===== src/rtl/fn1_mul_pipe_hs.sv =====
// Pipelined signed/unsigned multiplier with valid/ready handshake and full backpressure.
// Optional saturating narrowing compiled in with `define FN1_MUL_SAT_EN.
module fn1_mul_pipe_hs #(
    parameter int unsigned A_W       = 14,
    parameter int unsigned B_W       = 14,
    parameter int unsigned OUT_W     = 14,
    parameter int unsigned NUM_STAGE = 4
) (
    input  logic             clk,
    input  logic             reset,
    input  logic             ce,
    input  logic             in_valid,
    output logic             in_ready,
    input  logic [A_W-1:0]   in_a,
    input  logic [B_W-1:0]   in_b,
    input  logic             in_signed,
    output logic             out_valid,
    input  logic             out_ready,
    output logic [OUT_W-1:0] out_data,
    output logic             out_sat,
    output logic             busy
);

    localparam int unsigned PW = A_W + B_W;
`ifdef FN1_MUL_SAT_EN
    localparam int unsigned DW = PW + 1;
`else
    localparam int unsigned DW = OUT_W;
`endif

    logic                 w_adv;
    logic                 w_acc;
    logic [PW-1:0]        w_ax;
    logic [PW-1:0]        w_bx;
    logic [DW-1:0]        w_d;
    logic [NUM_STAGE-1:0] r_vld;
    logic [NUM_STAGE-1:0] w_vld_n;
    logic [DW-1:0]        r_d [NUM_STAGE];
    logic                 r_out_valid;
    logic                 w_out_valid_n;
    logic [OUT_W-1:0]     r_out_data;
    logic [OUT_W-1:0]     w_nar;
    logic                 r_out_sat;
    logic                 w_sat;
    logic                 r_busy;

    assign w_adv    = ce & (~r_out_valid | out_ready);
    assign in_ready = w_adv & reset;
    assign w_acc    = in_valid & in_ready;

    // Extending both operands to the full product width makes the low PW bits
    // of a plain multiply correct for both signed and unsigned samples.
    assign w_ax = in_signed ? {{B_W{in_a[A_W-1]}}, in_a} : {{B_W{1'b0}}, in_a};
    assign w_bx = in_signed ? {{A_W{in_b[B_W-1]}}, in_b} : {{A_W{1'b0}}, in_b};

`ifdef FN1_MUL_SAT_EN
    assign w_d = {in_signed, PW'(w_ax * w_bx)};
`else
    assign w_d = OUT_W'(w_ax * w_bx);
`endif

    // Next valid pattern: whole pipe shifts on adv, otherwise holds.
    always_comb begin
        w_vld_n       = r_vld;
        w_out_valid_n = r_out_valid;
        if (w_adv) begin
            w_vld_n[0] = w_acc;
            for (int i = 1; i < int'(NUM_STAGE); i++) begin
                w_vld_n[i] = r_vld[i-1];
            end
            w_out_valid_n = r_vld[NUM_STAGE-1];
        end
    end

    always_ff @(posedge clk) begin
        if (!reset) begin
            r_vld       <= '0;
            r_out_valid <= 1'b0;
            r_busy      <= 1'b0;
        end else begin
            r_vld       <= w_vld_n;
            r_out_valid <= w_out_valid_n;
            r_busy      <= (|w_vld_n) | w_out_valid_n;
        end
    end

    // Payload registers carry no reset; their valid bits qualify them.
    always_ff @(posedge clk) begin
        if (w_adv) begin
            r_d[0] <= w_d;
            for (int i = 1; i < int'(NUM_STAGE); i++) begin
                r_d[i] <= r_d[i-1];
            end
        end
    end

`ifdef FN1_MUL_SAT_EN
    logic [PW-1:0] w_fin_p;
    logic          w_fin_s;

    assign w_fin_p = r_d[NUM_STAGE-1][PW-1:0];
    assign w_fin_s = r_d[NUM_STAGE-1][PW];

    if (OUT_W < PW) begin : g_sat
        logic [PW-OUT_W:0]   w_hs;
        logic [PW-OUT_W-1:0] w_hu;
        logic [OUT_W-1:0]    w_smin;
        logic                w_ovf;

        // Signed fits when all bits from OUT_W-1 up agree; unsigned when bits above OUT_W-1 are 0.
        always_comb begin
            w_hs   = w_fin_p[PW-1:OUT_W-1];
            w_hu   = w_fin_p[PW-1:OUT_W];
            w_smin = OUT_W'(1) << (OUT_W - 1);
            w_ovf  = w_fin_s ? ~((&w_hs) | ~(|w_hs)) : (|w_hu);
            w_sat  = w_ovf;
            w_nar  = w_fin_p[OUT_W-1:0];
            if (w_ovf) begin
                if (w_fin_s) begin
                    w_nar = w_fin_p[PW-1] ? w_smin : ~w_smin;
                end else begin
                    w_nar = '1;
                end
            end
        end
    end else begin : g_full
        assign w_nar = w_fin_p;
        assign w_sat = 1'b0;
    end
`else
    assign w_nar = r_d[NUM_STAGE-1];
    assign w_sat = 1'b0;
`endif

    always_ff @(posedge clk) begin
        if (!reset) begin
            r_out_data <= '0;
            r_out_sat  <= 1'b0;
        end else if (w_adv) begin
            r_out_data <= w_nar;
            r_out_sat  <= w_sat;
        end
    end

    assign out_valid = r_out_valid;
    assign out_data  = r_out_data;
    assign out_sat   = r_out_sat;
    assign busy      = r_busy;

endmodule


===== config.mk =====
export PLATFORM = sky130hd
export DESIGN_NAME = fn1_mul_pipe_hs
export DESIGN_NICKNAME = d
export VERILOG_FILES = /design/src/rtl/fn1_mul_pipe_hs.sv
export SDC_FILE = /design/constraint.sdc
export NUM_CORES = 1
export LEC_CHECK = 0
export ABC_AREA = 0
export CELL_PAD_IN_SITES_DETAIL_PLACEMENT = 0
export CELL_PAD_IN_SITES_GLOBAL_PLACEMENT = 1
export CORE_ASPECT_RATIO = 0.9
export CORE_MARGIN = 1
export CORE_UTILIZATION = 45
export DETAILED_ROUTE_END_ITERATION = 16
export HOLD_SLACK_MARGIN = 0.03
export PLACE_DENSITY = 0.85
export SETUP_SLACK_MARGIN = 0.3
export SYNTH_ARGS = -nofsm -noshare
export SYNTH_HDL_FRONTEND = slang
export SYNTH_SLANG_ARGS = --single-unit

===== constraint.sdc =====
create_clock -name clk -period 11.1 [get_ports clk]
set_input_delay 1.11 -clock clk [delete_from_list [all_inputs] [get_ports clk]]
set_output_delay 1.11 -clock clk [all_outputs]
set_load 0.01 [all_outputs]

==> results of run 1 <==
area by class of cell:
| type | count | area [sq um] | area share |
|---|---|---|---|
| inverter | 88 | 330 | 0.0515 |
| clock buffer | 9 | 225 | 0.0351 |
| sequential | 76 | 2080 | 0.325 |
| multi-input combinational | 334 | 2980 | 0.465 |
| timing repair buffer | 51 | 505 | 0.0789 |
| clock inverter | 7 | 91.3 | 0.0143 |
| tap | 156 | 195 | 0.0305 |
critical path: cells and delay by family:
family / cells / cell delay (ns)
and+or+nand+nor: 1 / 0.13
buffers and inverters: 7 / 1.06
xor gates and xnor gates: 1 / 0.14
adders and majority gates: 7 / 3.45
AOI/OAI and AO/OA: 1 / 0.42
metal layers:
layer,global-route usage,vias to the layer above,share of wire
li1,-,1699,-
met1,0.213,1725,0.48
met2,0.275,76,0.48
met3,0.0234,14,0.028
met4,0.0421,0,0.017
met5,0,-,0
sequential cells by signal (all words and copies together), names as in the netlist:
name and cells:
busy 1, out_data 14, out_valid 1, r_d 56, r_vld 4
layout by cell type (no fill, tap or decap), types with 2 or more instances in the layout:
master | synthesis | routed
nand3_1 | 2 | 2
xnor2_1 | 22 | 22
xnor2_2 | 3 | 3
nor2b_1 | 2 | 2
xor2_1 | 5 | 5
buf_4 | 1 | 2
nor4_1 | 2 | 2
nand2_2 | 4 | 4
nor2_1 | 6 | 6
fa_1 | 56 | 56
inv_1 | 88 | 87
a21oi_1 | 26 | 26
and2_1 | 49 | 49
clkdlybuf4s50_1 | 0 | 49
dfxtp_1 | 20 | 20
inv_6 | 0 | 3
o21bai_1 | 2 | 2
clkbuf_16 | 0 | 9
a21o_1 | 4 | 4
a31oi_1 | 2 | 2
nand2_1 | 91 | 91
o21ai_0 | 4 | 3
edfxtp_1 | 56 | 56
ha_1 | 41 | 41
cells by family (layout without fill, tap and decap cells):
family / count (synthesis) / count (layout) / share of synthesized area
DFF: 76 / 76 / 0.380
and+or+nand+nor: 161 / 161 / 0.139
buffers and inverters: 105 / 155 / 0.0754
other: 1 / 1 / 0.000685
xor gates and xnor gates: 32 / 32 / 0.0592
adders and majority gates: 97 / 97 / 0.299
AOI/OAI and AO/OA: 43 / 43 / 0.0464
cells in the mapped netlist (2+ instances only):
library cell and number:
inv_1 88, nor2b_1 2, nor2_1 6, a21o_1 4
o21bai_1 2, clkbuf_1 14, xor2_1 5, dfxtp_1 20
buf_6 2, fa_1 56, xnor2_1 22, nand2_2 4
nand2_1 91, a21oi_1 26, ha_1 41, edfxtp_1 56
and2_1 49, xnor2_2 3, nand3_1 2, a31oi_1 2
o21ai_0 4, nor4_1 2
power by group through the flow:
stage               clock network (uW)  logic, uW  registers (uW)
floorplan                            0        602             412
global placement                     0        735             411
detailed placement                   0        771             414
CTS                                304        776             409
global route                       315        875             413
finish                             298        768             408
metrics by stage:
stage	area, sq um	power, uW
global placement	6090	1150
floorplan	5470	1010
detailed placement	6090	1180
finish	6410	1470
global route	6410	1600
CTS	6410	1490
final timing paths:
check / from / to / slack (ns) / cells past startpoint
worst max-delay path: in_a[5] / r_d[0][13]$_DFFE_PP_ / 4.86 / 17
worst min-delay path: r_d[1][12]$_DFFE_PP_ / r_d[2][12]$_DFFE_PP_ / 0.42 / 0
worst max register to register: out_valid$_SDFF_PN0_ / r_vld[0]$_SDFF_PN0_ / 9.16 / 7
worst min register to register: r_d[1][12]$_DFFE_PP_ / r_d[2][12]$_DFFE_PP_ / 0.42 / 0
==> results by group, run 1 <==
Drt
  • DR vias: 3,514
  • Wire per inst: 13.1 um
  • 1st-pass router iterations: 4
  • 1st-iter DRT viols: 185
  • DR vias/cell: 4.87
  • Total routed wirelength: 9430 um
  • Post-route ant nets: 0
  • DRC violations left: 0

STA
  • Final setup vio count: 0
  • Worst Tran Pin Value: 0.711 ns
  • Normalized max-slew margin: 0.526
  • Min Tclk post-route: 6.24 ns
  • Skew final: 0.00434 ns
  • Worst setup slack after layout: 4.86 ns
  • Final hold violation count: 0
  • Min Hold Slack: 0.416 ns
  • Final worst-path cycle share: 0.563
  • Max Clk Rate: 160 MHz
  • Setup TNS: 0 ns
  • Slew Viols, Final: 0
  • Unrepaired setup endpoints after global routing: false

Finish
  • Fin util: 0.552
  • Final nets: 691
  • Cell Count, Final, Fillers Out: 721
  • Number of diodes: 0
  • Area grow syn2layout: 17.1%
  • Fillcell total: 1,014
  • Share of layout cells above drive strength 1: 0.0478

Critical path
  • Req. time, crit path: 11.16 ns
  • Setup crit end kind: flop
  • Slowest stage delay, CP: 0.68 ns
  • Critical path type: in -> reg
  • Max FO, Critical Path: 9
  • Slowest cell on crit path: clkdlybuf4s50_1
  • Crit-path cells: clkdlybuf4s50_1 > nand2_1 > fa_1 > inv_1 > fa_1 > inv_1 > fa_1 > fa_1 > inv_1 > fa_1 > inv_1 > fa_1 > inv_1 > ha_1 > inv_1 > o41ai_1 > xnor2_1
  • Critical Path AT: 6.30 ns
  • CP Launch Type: input pin

Power and ir drop
  • Sequential power share: 0.277
  • Net Switching: 552 uW
  • Clock power share: 0.202
  • Switching share of power: 0.374
  • Combinational share of power: 0.521
  • Power per Cell Area: 230 nW/um^2
  • Pint: 922 uW
  • Static leakage: 0.00281 uW
  • Worst vdd ir: 0.000125 V

Floorplan
  • Number of core rows: 37
  • Starting Density: 0.471
  • I/O pin total: 52
  • Die Span X: 118 um
  • Die ar.: 12,600 sq um
  • Die H: 107 um
  • Core Region: 11,600 sq um

Synth
  • Flops & latches, synth: 76
  • Register area share after synthesis: 0.380
  • Top FF cell, synth: edfxtp_1
  • Yosys warning total: 0
  • EDFF count, synth: 56
  • Synthesized cell area: 5470 sq um
  • Unique masters post-synth: 36
  • Synth top area share: 0.307
  • Synth area leader: edfxtp_1
  • FFs w/ async S/R, synth: 0
  • Area contributors post-synth: edfxtp_1, fa_1, ha_1
  • Mapped Nets: 646
  • Syn_area_per_cell: 10.6 sq um
  • Synthesized netlist cell count: 515

Clock network
  • CTS sink count: 76
  • Clock Tree Buf Depth: 2
  • CTS tree: done
  • CTS Hold Buffers Added: 0
  • CTS clk-pin slew, worst paths: 0.06 ns
  • Post-CTS resize count: 0
  • H-tree lvl count: 3
  • CTS buffer count: 9
  • Setup bufs post-CTS: 0
  • Clock Latency Late Sink: 0.32 ns
  • Clock root buffer master: clkbuf_16

Run status
  • Outcome: completed

Global routing
  • Initial antenna violation count: 0
  • Largest net degree at the start of global routing: 65
  • First-pass GRT wire length: 16,300 um
  • Congestion Overflow GR: 0
  • Number of global-route vias before repair: 3,638
  • GRT Total Usage: 0.160

Placed design
  • Placed Cells: 705
  • IO Port Bufs: 49
  • Post-DP HPWL: 7250 um
  • Pre-CTS WS: 4.50 ns
  • Final GP Congestion: 0.830

Min path
  • HP Class: reg -> reg

Run
  • Max-Cap Viols: 0
Note: power is estimated with default switching activity, not from simulation.
==> run 2: changes to the inputs <==
--- a/config.mk
+++ b/config.mk
@@ -10,10 +10,10 @@
 export CELL_PAD_IN_SITES_GLOBAL_PLACEMENT = 1
 export CORE_ASPECT_RATIO = 0.9
 export CORE_MARGIN = 1
-export CORE_UTILIZATION = 45
+export CORE_UTILIZATION = 42
 export DETAILED_ROUTE_END_ITERATION = 16
 export HOLD_SLACK_MARGIN = 0.03
-export PLACE_DENSITY = 0.85
+export PLACE_DENSITY = 0.83
 export SETUP_SLACK_MARGIN = 0.3
 export SYNTH_ARGS = -nofsm -noshare
 export SYNTH_HDL_FRONTEND = slang
==> constraint.sdc (replaced) <==
create_clock -name clk -period 5.5 [get_ports clk]
set_input_delay 0.55 -clock clk [delete_from_list [all_inputs] [get_ports clk]]
set_output_delay 0.55 -clock clk [all_outputs]
set_load 0.01 [all_outputs]
==> results by group, run 2 (synthesized netlist as in run 1, its figures left out) <==
Run status
  • Outcome: completed

Clock network
  • Clock root buffer master: clkbuf_16
  • CTS sink count: 76 (unchanged)
  • H-tree lvl count: 3 (unchanged)
  • CTS Hold Buffers Added: 0 (unchanged)
  • Clock Tree Buf Depth: 2 (unchanged)
  • Clock Latency Late Sink: 0.33 ns (about the same)
  • CTS tree: done
  • CTS clk-pin slew, worst paths: 0.06 ns (about the same)
  • CTS buffer count: 9 (unchanged)

Floorplan
  • Die H: 110 um (+3.4%)
  • Number of core rows: 39 (+5.4%)
  • Core Region: 12,700 sq um (+9.2%)
  • Die Span X: 122 um (+3.5%)
  • Die ar.: 13,500 sq um (+7.0%)
  • I/O pin total: 52 (unchanged)
  • Starting Density: 0.431 (-0.0396)

Drt
  • 1st-iter DRT viols: 155 (-16%)
  • Wire per inst: 12.4 um (-5.2%)
  • DR vias: 3,661 (+4.2%)
  • 1st-pass router iterations: 5 (+1)
  • Post-route ant nets: 0 (unchanged)
  • DRC violations left: 0 (unchanged)
  • Total routed wirelength: 9650 um (+2.3%)
  • DR vias/cell: 4.71 (-3.4%)

Finish
  • Sequential cell area: 2080 sq um (unchanged)
  • Most common cell after layout, fill and taps aside: nand2_1
  • Most frequent cells in the layout: nand2_1, inv_1, edfxtp_1, fa_1, buf_4
  • Multi-input gate area: 3110 sq um (+4.3%)
  • Reg with most FFs: r_d
  • Area grow syn2layout: 25.8%
  • Share of layout cells above drive strength 1: 0.189 (+0.141)
  • Fillcell total: 1,110 (+9.5%)
  • Number of diodes: 0 (unchanged)
  • Fin util: 0.543 (-0.00862)
  • Cell Count, Final, Fillers Out: 778 (+7.9%)
  • Largest register FFs: 56 (unchanged)
  • Final nets: 740 (+7.1%)

Critical path
  • CP Launch Type: input pin
  • Req. time, crit path: 5.57 ns (-5.59 ns)
  • Critical Path AT: 5.13 ns (-1.17 ns)
  • Critical path type: in -> reg
  • Setup crit end kind: flop
  • WP buf/inv: 5 (-2)
  • Most frequent CP cell: fa_1
  • CP top delay family: adder cells
  • Slowest stage delay, CP: 0.56 ns (-0.12 ns)
  • Crit-path cells: clkdlybuf4s50_1 > buf_4 > nand2_1 > fa_1 > fa_1 > inv_1 > fa_1 > inv_1 > fa_1 > fa_2 > fa_1 > inv_1 > ha_2 > a21o_1 > a21oi_2 > o41ai_2 > xnor2_1
  • Max FO, Critical Path: 6 (-3)
  • Slowest cell on crit path: fa_2

Run
  • Max-Cap Viols: 0 (unchanged)

STA
  • Final worst-path cycle share: 0.920
  • Normalized max-slew margin: 0.555 (+0.0290)
  • Slew Viols, Final: 0 (unchanged)
  • Final hold violation count: 0 (unchanged)
  • Skew final: 0.00628 ns (+0.00194 ns)
  • Worst setup slack after layout: 0.441 ns (-4.41 ns)
  • Setup TNS: 0 ns (unchanged)
  • Max Clk Rate: 198 MHz
  • Min Tclk post-route: 5.06 ns
  • Unrepaired setup endpoints after global routing: false
  • Final setup vio count: 0 (unchanged)
  • Worst Tran Pin Value: 0.666 ns (-0.0444 ns)

Global routing
  • Number of global-route vias before repair: 3,783 (+4.0%)
  • First-pass GRT wire length: 16,700 um (+2.5%)
  • GRT Total Usage: 0.157 (-0.00331)
  • Congestion Overflow GR: 0 (unchanged)
  • Largest net degree at the start of global routing: 41 (-37%)
  • Initial antenna violation count: 0 (unchanged)

Power and ir drop
  • Static leakage: 0.00311 uW (+11%)
  • Power per Cell Area: 514 nW/um^2 (+120%)
  • Worst vdd ir: 0.000337 V (+170%)

Placed design
  • Placed Cells: 759 (+7.7%)
  • Pre-CTS WS: -0.264 ns (-4.76 ns)
  • Post-DP HPWL: 7670 um (+5.8%)
  • IO Port Bufs: 49 (unchanged)
  • Final GP Congestion: 0.847 (+2.0%)

Min path
  • HP Class: reg -> reg
==> run 2: worst reg2reg max path, stage by stage, from the launching register on <==
cell and delay (ns):
dfxtp_1 0.32, inv_1 0.05, o21ai_1 0.06, buf_4 0.21
inv_2 0.52, buf_4 0.53
==> run 2: final cells by class <==
class	instances	area share
well taps	164	0.0298
repair buffers	100	0.127
clock buffers	9	0.0327
clock inverters	7	0.00926
flip-flops and latches	76	0.302
multi-input cells	334	0.451
inverters	88	0.0480
==> run 2: report_power, final <==
part           total (uW)  switching, uW  leakage [uW]  internal [uW]
Sequential            824           24.7      0.000714            800
Combinational        2160           1050       0.00225           1110
Clock                 554            237      0.000144            317
Total                3540           1320       0.00311           2220
==> run 2: repair_timing <==
item	CTS	global route
setup buffers	1	2
resized for setup	20	45
pin swaps	11	28
setup endpoints to repair	4	5
==> run 2: per-layer routing <==
metal / vias to the layer above / track usage / part of all wire
li1: 1802 / - / -
met5: - / 0 / 0
met4: 0 / 0.0601 / 0.021
met2: 84 / 0.280 / 0.50
met1: 1758 / 0.195 / 0.45
met3: 17 / 0.0175 / 0.035
==> run 2: path summary, 6_finish.rpt <==
path	from	endpoint	slack, ns	depth (start not counted)
hold / removal	r_d[1][12]$_DFFE_PP_	r_d[2][12]$_DFFE_PP_	0.42	0
setup reg to reg	out_valid$_SDFF_PN0_	r_d[2][4]$_DFFE_PP_	3.46	5
setup / recovery	in_a[9]	r_d[0][13]$_DFFE_PP_	0.44	17
hold reg to reg	r_d[1][12]$_DFFE_PP_	r_d[2][12]$_DFFE_PP_	0.42	0
==> run 2: through the flow <==
step / total power, uW / hold slack, ns / cell area, sq um
floorplan: 2050 / 0.400 / 5480
global placement: 2620 / 0.401 / 6450
detailed placement: 2680 / 0.405 / 6450
CTS: 3360 / 0.416 / 6780
global route: 3880 / 0.424 / 6890
finish: 3540 / 0.416 / 6890
==> run 3: changes to the inputs <==
--- a/config.mk
+++ b/config.mk
@@ -11,6 +11,7 @@
 export CORE_ASPECT_RATIO = 0.9
 export CORE_MARGIN = 1
 export CORE_UTILIZATION = 42
+export CTS_CLUSTER_SIZE = 20
 export DETAILED_ROUTE_END_ITERATION = 16
 export HOLD_SLACK_MARGIN = 0.03
 export PLACE_DENSITY = 0.83
==> results of run 3 <==
Same layout as run 2: the final DEF is identical, and so are final timing and power.
